[config.mk]
export PLATFORM = sky130hd
export DESIGN_NAME = fetch_ctrl
export DESIGN_NICKNAME = d
export VERILOG_FILES = /design/src/rtl/fetch_ctrl.sv
export SDC_FILE = /design/constraint.sdc
export NUM_CORES = 1
export LEC_CHECK = 0
export BUFFER_PORTS_ARGS = -buffer_cell sky130_fd_sc_hd__clkbuf_2
export CAP_MARGIN = 5
export CORE_MARGIN = 5
export CORE_UTILIZATION = 50
export CTS_CLUSTER_DIAMETER = 150
export DETAILED_ROUTE_END_ITERATION = 6
export GPL_TIMING_DRIVEN = 0
export PLACE_DENSITY = 0.86
export SLEW_MARGIN = 40
export SYNTH_ARGS = -nofsm -noshare
export SYNTH_HDL_FRONTEND = slang
export SYNTH_SLANG_ARGS = --single-unit
[constraint.sdc]
create_clock -name clk -period 11.25 [get_ports clk]
set_input_delay 1.6875 -clock clk [delete_from_list [all_inputs] [get_ports clk]]
set_output_delay 1.6875 -clock clk [all_outputs]
set_load 0.03 [all_outputs]
[src/rtl/fetch_ctrl.sv]
// fetch_ctrl: program-counter owner and instruction-memory sequencer.
// Keeps at most one memory request outstanding and buffers responses in a
// 2-entry queue that feeds decode. Branch redirects flush the queue and
// discard any in-flight response.
// Optional feature: define FETCH_CTRL_PERF_EN to build the wait-cycle and
// redirect counters; otherwise the perf outputs are tied to zero.
module fetch_ctrl #(
    parameter logic [63:0] RESET_PC = 64'd0
) (
    input  logic        clk,
    input  logic        reset,
    input  logic        PCSrc_F,
    input  logic [63:0] PCBranch_F,
    input  logic        stall_D,
    input  logic        imem_ready,
    input  logic [31:0] imem_rdata,
    output logic        imem_req,
    output logic [63:0] imem_addr_F,
    output logic        valid_F,
    output logic [31:0] instr_F,
    output logic [63:0] pc_F,
    output logic [31:0] perf_wait_cycles,
    output logic [31:0] perf_redirects
);

    typedef enum logic [1:0] {
        BOOT,
        IDLE,
        WAIT
    } state_t;

    state_t      state;
    state_t      state_next;
    logic [63:0] pc;
    logic [63:0] pc_next;
    logic [63:0] req_addr;
    logic [63:0] req_addr_next;
    logic        drop_pend;
    logic        drop_next;
    logic [1:0]  count;
    logic [1:0]  count_next;
    logic [1:0]  count_upd;

    logic [63:0] fifo_addr  [2];
    logic [31:0] fifo_instr [2];

    logic        in_wait;
    logic        pop;
    logic        push;
    logic        issue_ok;
    logic        issue;
    logic        wr_sel;

    // Queue bookkeeping: handshake terms and the post-edge occupancy.
    always_comb begin
        in_wait    = (state == WAIT);
        pop        = (count != 2'd0) && !stall_D;
        push       = imem_ready && in_wait && !drop_pend && !PCSrc_F;
        count_next = count + {1'b0, push} - {1'b0, pop};
        // A new request is only allowed if its response is guaranteed a slot.
        issue_ok   = (count_next <= 2'd1);
        count_upd  = PCSrc_F ? 2'd0 : count_next;
        // Write slot is count - pop; for the reachable cases that is count[0] ^ pop.
        wr_sel     = count[0] ^ pop;
    end

    // Next-state, next-PC and request-address selection; redirect wins.
    always_comb begin
        state_next    = state;
        pc_next       = pc;
        req_addr_next = req_addr;
        drop_next     = drop_pend;
        issue         = 1'b0;

        if (PCSrc_F) begin
            pc_next = PCBranch_F;
            if (in_wait && !imem_ready) begin
                // Response still in flight: remember to throw it away.
                drop_next  = 1'b1;
                state_next = WAIT;
            end else begin
                drop_next  = 1'b0;
                state_next = IDLE;
            end
        end else begin
            unique case (state)
                BOOT: issue = 1'b1;
                IDLE: issue = issue_ok;
                WAIT: begin
                    if (imem_ready) begin
                        drop_next = 1'b0;
                        if (issue_ok) begin
                            issue = 1'b1;
                        end else begin
                            state_next = IDLE;
                        end
                    end
                end
                default: state_next = BOOT;
            endcase

            if (issue) begin
                req_addr_next = pc;
                pc_next       = pc + 64'd4;
                state_next    = WAIT;
            end
        end
    end

    // Control registers: state, PC, request address, occupancy, drop flag.
    always_ff @(posedge clk or posedge reset) begin
        if (reset) begin
            state     <= BOOT;
            pc        <= RESET_PC;
            req_addr  <= '0;
            count     <= '0;
            drop_pend <= 1'b0;
        end else begin
            state     <= state_next;
            pc        <= pc_next;
            req_addr  <= req_addr_next;
            count     <= count_upd;
            drop_pend <= drop_next;
        end
    end

    // Queue storage: shift on pop, write the response behind the live entries.
    always_ff @(posedge clk or posedge reset) begin
        if (reset) begin
            fifo_addr[0]  <= '0;
            fifo_addr[1]  <= '0;
            fifo_instr[0] <= '0;
            fifo_instr[1] <= '0;
        end else if (!PCSrc_F) begin
            if (pop) begin
                fifo_addr[0]  <= fifo_addr[1];
                fifo_instr[0] <= fifo_instr[1];
            end
            // Later assignment wins when pop and push target slot 0 together.
            if (push) begin
                fifo_addr[wr_sel]  <= req_addr;
                fifo_instr[wr_sel] <= imem_rdata;
            end
        end
    end

    // Output decode from registered state.
    always_comb begin
        imem_req    = in_wait;
        imem_addr_F = req_addr;
        valid_F     = (count != 2'd0);
        instr_F     = valid_F ? fifo_instr[0] : '0;
        pc_F        = valid_F ? fifo_addr[0] : '0;
    end

`ifdef FETCH_CTRL_PERF_EN
    logic [31:0] wait_cnt;
    logic [31:0] redir_cnt;

    // Performance counters: stalled-on-memory cycles and redirects seen.
    always_ff @(posedge clk or posedge reset) begin
        if (reset) begin
            wait_cnt  <= '0;
            redir_cnt <= '0;
        end else begin
            if (in_wait && !imem_ready) begin
                wait_cnt <= wait_cnt + 32'd1;
            end
            if (PCSrc_F) begin
                redir_cnt <= redir_cnt + 32'd1;
            end
        end
    end

    assign perf_wait_cycles = wait_cnt;
    assign perf_redirects   = redir_cnt;
`else
    assign perf_wait_cycles = '0;
    assign perf_redirects   = '0;
`endif

endmodule

==> load_flow_metrics.sql <==
INSERT INTO impl_metrics (metric_group, metric, value, unit) VALUES
('placement', 'post-place-cells', '2156', ''),
('setup_path', 'worst_r2r_endpoint', 'pc[55]$_DFFE_PP0P_', ''),
('setup_path', 'timing.reg2reg.setup_slack', '6.92', 'ns'),
('power', 'power.density_cell_area', '252', 'mW/mm²'),
('timing', 'worst_pin_slew', '0.740', 'ns'),
('finish', 'final_common_cell', 'sky130_fd_sc_hd__dfrtp_1', ''),
('cts', 'postCtsSetupRepairBufs', '0', ''),
('setup_path', 'crit_buf_inv', '5', ''),
('global_route', 'global_route.usage.total', '25.1', '%'),
('setup_path', 'rr_startpoint', 'state[0]$_DFFE_PP0P_', ''),
('setup_path', 'crit_required', '11.67', 'ns'),
('synthesis', 'synthesis.instances', '1429', ''),
('detailed_routing', 'remaining_drc_errors', '0', ''),
('timing', 'post-route-worst-setup-slack', '6.04', 'ns'),
('timing', 'setup_viol', '0', ''),
('detailed_routing', 'avgViaCountPerCell', '5.74', ''),
('synthesis', 'synthesis.area_per_instance', '10.7', 'µm²'),
('setup_path', 'reg2reg_depth', '14', ''),
('timing', 'hold_ws', '0.469', 'ns'),
('synthesis', 'synth_warnings', '0', ''),
('setup_path', 'worstPathArrival', '5.63', 'ns'),
('min_path', 'min_path_type', 'flop to flop', ''),
('global_route', 'grt_max_degree', '79', ''),
('setup_path', 'critPathLaunchType', 'primary input', ''),
('power', 'p_int', '2.84', 'mW'),
('finish', 'drive_gt1_share', '31.3', '%'),
('outcome', 'outcome', 'complete, no violations', ''),
('timing', 'timing.final.crit_share', '46.3', '%'),
('power', 'netSwitchingPower', '1.86', 'mW'),
('cts', 'post_cts_resize_count', '0', ''),
('cts', 'tritoncts_num_sinks', '325', ''),
('floorplan', 'die_width', '185', 'µm'),
('placement', 'port_buffers', '262', ''),
('synthesis', 'synth_top_flop_cell', 'sky130_fd_sc_hd__dfrtp_1', ''),
('timing', 'fin_skew', '0.00933', 'ns'),
('timing', 'timing.final.max_slew_violations', '0', ''),
('placement', 'dp.final_hpwl', '32200', 'µm'),
('placement', 'place_congestion', '0.867', ''),
('detailed_routing', 'firstDrtPassIters', '5', ''),
('synthesis', 'synth.distinct_cells', '53', ''),
('detailed_routing', 'route.layer.met1.wl', '17500', 'µm'),
('power', 'seqPwrFrac', '41.1', '%'),
('cts', 'clock_pin_slew_on_the_worst_setup_and_hold_paths', '0.06', 'ns'),
('placement', 'worst_setup_slack_after_placement', '5.72', 'ns'),
('power', 'power.leakage', '8.70', 'nW'),
('synthesis', 'synth.largest_area_cell', 'sky130_fd_sc_hd__dfrtp_1', ''),
('synthesis', 'yosysSeqAreaShare', '53.1', '%'),
('detailed_routing', 'routed-via-count', '12700', ''),
('cts', 'clock-root-buffer', 'sky130_fd_sc_hd__clkbuf_16', ''),
('cts', 'clock_path_buffers', '3', ''),
('global_route', 'grt_first_pass_wirelength', '68500', 'µm'),
('global_route', 'grt_antenna_before_repair', '1', ''),
('timing', 'timing_hold_violations_final', '0', ''),
('setup_path', 'crit_type', 'primary input to flop', ''),
('power', 'post-layout-total-power', '4.70', 'mW'),
('cts', 'clkLatencyLatePin', '0.50', 'ns'),
('detailed_routing', 'dr.max_layer_used', 'met5', ''),
('power', 'max_rail_drop_vdd', '170', 'µV'),
('cts', 'cts_max_level', '2', ''),
('min_path', 'hold_end', 'fifo_instr[48]$_DFFE_PP0N_', ''),
('setup_path', 'critical_path.top_delay_family', 'buffers and inverters', ''),
('synthesis', 'synth_top_cells_by_area', 'sky130_fd_sc_hd__dfrtp_1 (53%), sky130_fd_sc_hd__mux2_2 (11%), sky130_fd_sc_hd__a22oi_1 (4.7%), sky130_fd_sc_hd__o21ai_0 (4.5%), sky130_fd_sc_hd__and2_1 (4.1%)', ''),
('cts', 'tritoncts', 'yes', ''),
('setup_path', 'worstPathMaxFanout', '10', ''),
('timing', 'post-route-min-period', '5.21', 'ns'),
('floorplan', 'floorplan.die.height', '185', 'µm'),
('power', 'part_of_the_power_in_combinational_logic', '35.2', '%'),
('cts', 'numCtsBuffers', '36', ''),
('synthesis', 'edff_count_synth', '0', ''),
('setup_path', 'critical_path.endpoint_type', 'flop', ''),
('min_path', 'holdPathStages', '2', '');
## through the flow
| step | util [%] | area, µm² | TNS (ns) |
|---|---|---|---|
| after floorplan | - | 15600 | 0 |
| after global routing | 61.3 | 18700 | 0 |
| final | 61.3 | 18700 | 0 |
| after detailed placement | 57.6 | 17500 | 0 |
| after CTS | 61.3 | 18600 | 0 |
| after global placement | 57.1 | 17400 | -828.11 |
## worst max path at each step
stage | start | slack (ns) | endpoint | cells past startpoint
2_1_floorplan | reset | 0.56 | asynchronous set/reset pin | 1
3_3_place_gp | reset | -2.57 | fifo_addr[100]$_DFFE_PP0N_ | 2
3_5_place_dp | PCSrc_F | 5.72 | pc[55]$_DFFE_PP0P_ | 14
4_1_cts | PCSrc_F | 6.23 | pc[55]$_DFFE_PP0P_ | 14
5_1_grt | PCSrc_F | 5.87 | pc[43]$_DFFE_PP0P_ | 14
6_report | PCSrc_F | 6.04 | pc[55]$_DFFE_PP0P_ | 14
## routing by layer
layer	up-vias	track usage (%)
met5	-	0
met1	6296	33.2
met3	91	4.99
met2	599	42.0
li1	5738	-
met4	2	7.90
## power by group through the flow
stage | Clock (mW) | Sequential, mW | Combinational, mW
after global placement | 0 | 1.92 | 1.58
final | 1.11 | 1.93 | 1.65
after CTS | 1.13 | 1.93 | 1.66
after global routing | 1.18 | 1.99 | 1.79
after detailed placement | 0 | 1.95 | 1.65
after floorplan | 0 | 2.06 | 0.947
## cell usage after synthesis, types with 2 or more instances
| cell type | n |
|---|---|
| sky130_fd_sc_hd__a21oi_1 | 3 |
| sky130_fd_sc_hd__a22oi_1 | 96 |
| sky130_fd_sc_hd__a31oi_1 | 29 |
| sky130_fd_sc_hd__and2_1 | 101 |
| sky130_fd_sc_hd__and3_1 | 13 |
| sky130_fd_sc_hd__and4_1 | 8 |
| sky130_fd_sc_hd__buf_1 | 2 |
| sky130_fd_sc_hd__buf_2 | 7 |
| sky130_fd_sc_hd__buf_4 | 64 |
| sky130_fd_sc_hd__clkbuf_1 | 85 |
| sky130_fd_sc_hd__dfrtp_1 | 325 |
| sky130_fd_sc_hd__ha_1 | 3 |
| sky130_fd_sc_hd__inv_1 | 11 |
| sky130_fd_sc_hd__mux2_2 | 155 |
| sky130_fd_sc_hd__nand2_1 | 161 |
| sky130_fd_sc_hd__nand2b_1 | 2 |
| sky130_fd_sc_hd__nand3_1 | 24 |
| sky130_fd_sc_hd__nand3b_1 | 2 |
| sky130_fd_sc_hd__nand4_1 | 20 |
| sky130_fd_sc_hd__nand4b_1 | 3 |
| sky130_fd_sc_hd__nor2_1 | 37 |
| sky130_fd_sc_hd__nor2b_1 | 2 |
| sky130_fd_sc_hd__nor3_1 | 7 |
| sky130_fd_sc_hd__nor4_1 | 4 |
| sky130_fd_sc_hd__o2111ai_1 | 9 |
| sky130_fd_sc_hd__o211ai_1 | 16 |
| sky130_fd_sc_hd__o21ai_0 | 137 |
| sky130_fd_sc_hd__o21ai_1 | 3 |
| sky130_fd_sc_hd__o311ai_0 | 2 |
| sky130_fd_sc_hd__o31ai_1 | 15 |
| sky130_fd_sc_hd__o41ai_1 | 2 |
| sky130_fd_sc_hd__or2_2 | 6 |
| sky130_fd_sc_hd__or3_1 | 10 |
| sky130_fd_sc_hd__or4_1 | 26 |
| sky130_fd_sc_hd__xnor2_1 | 9 |
| sky130_fd_sc_hd__xor2_1 | 13 |
## worst register-to-register path, stage by stage, from the launching register on
cell	delay [ns]
sky130_fd_sc_hd__dfrtp_1	0.35
sky130_fd_sc_hd__buf_2	0.15
sky130_fd_sc_hd__nand3b_1	0.24
sky130_fd_sc_hd__or2_2	0.34
sky130_fd_sc_hd__ha_1	0.28
sky130_fd_sc_hd__inv_1	0.04
sky130_fd_sc_hd__ha_1	0.21
sky130_fd_sc_hd__xnor2_1	0.18
sky130_fd_sc_hd__o2bb2ai_1	0.60
sky130_fd_sc_hd__or4_1	0.24
sky130_fd_sc_hd__clkbuf_1	0.36
sky130_fd_sc_hd__buf_2	0.33
sky130_fd_sc_hd__clkbuf_1	0.52
sky130_fd_sc_hd__o21ai_0	0.20
sky130_fd_sc_hd__a31oi_1	0.21
## cell type report
| class | instances | area [µm²] | area share, % |
|---|---|---|---|
| flip-flops and latches | 325 | 8130 | 43.6 |
| multi-input cells | 996 | 6580 | 35.3 |
| repair buffers | 268 | 1440 | 7.70 |
| clock buffers | 52 | 1060 | 5.69 |
| plain buffers | 159 | 857 | 4.59 |
| well taps | 396 | 495 | 2.66 |
| inverters | 12 | 52.6 | 0.282 |
| clock inverters | 8 | 40.0 | 0.215 |
## cell families after synthesis
| kind of cell | count (synthesis) | synth area share [%] |
|---|---|---|
| DFF | 325 | 53.1 |
| muxes | 156 | 11.5 |
| and+or+nand+nor | 429 | 14.5 |
| xor gates and xnor gates | 23 | 1.41 |
| AOI/OAI and AO/OA | 320 | 13.4 |
| other | 1 | 0.0245 |
| adders and majority gates | 4 | 0.310 |
| buffers and inverters | 171 | 5.86 |
(Power assumes the default switching activity.)
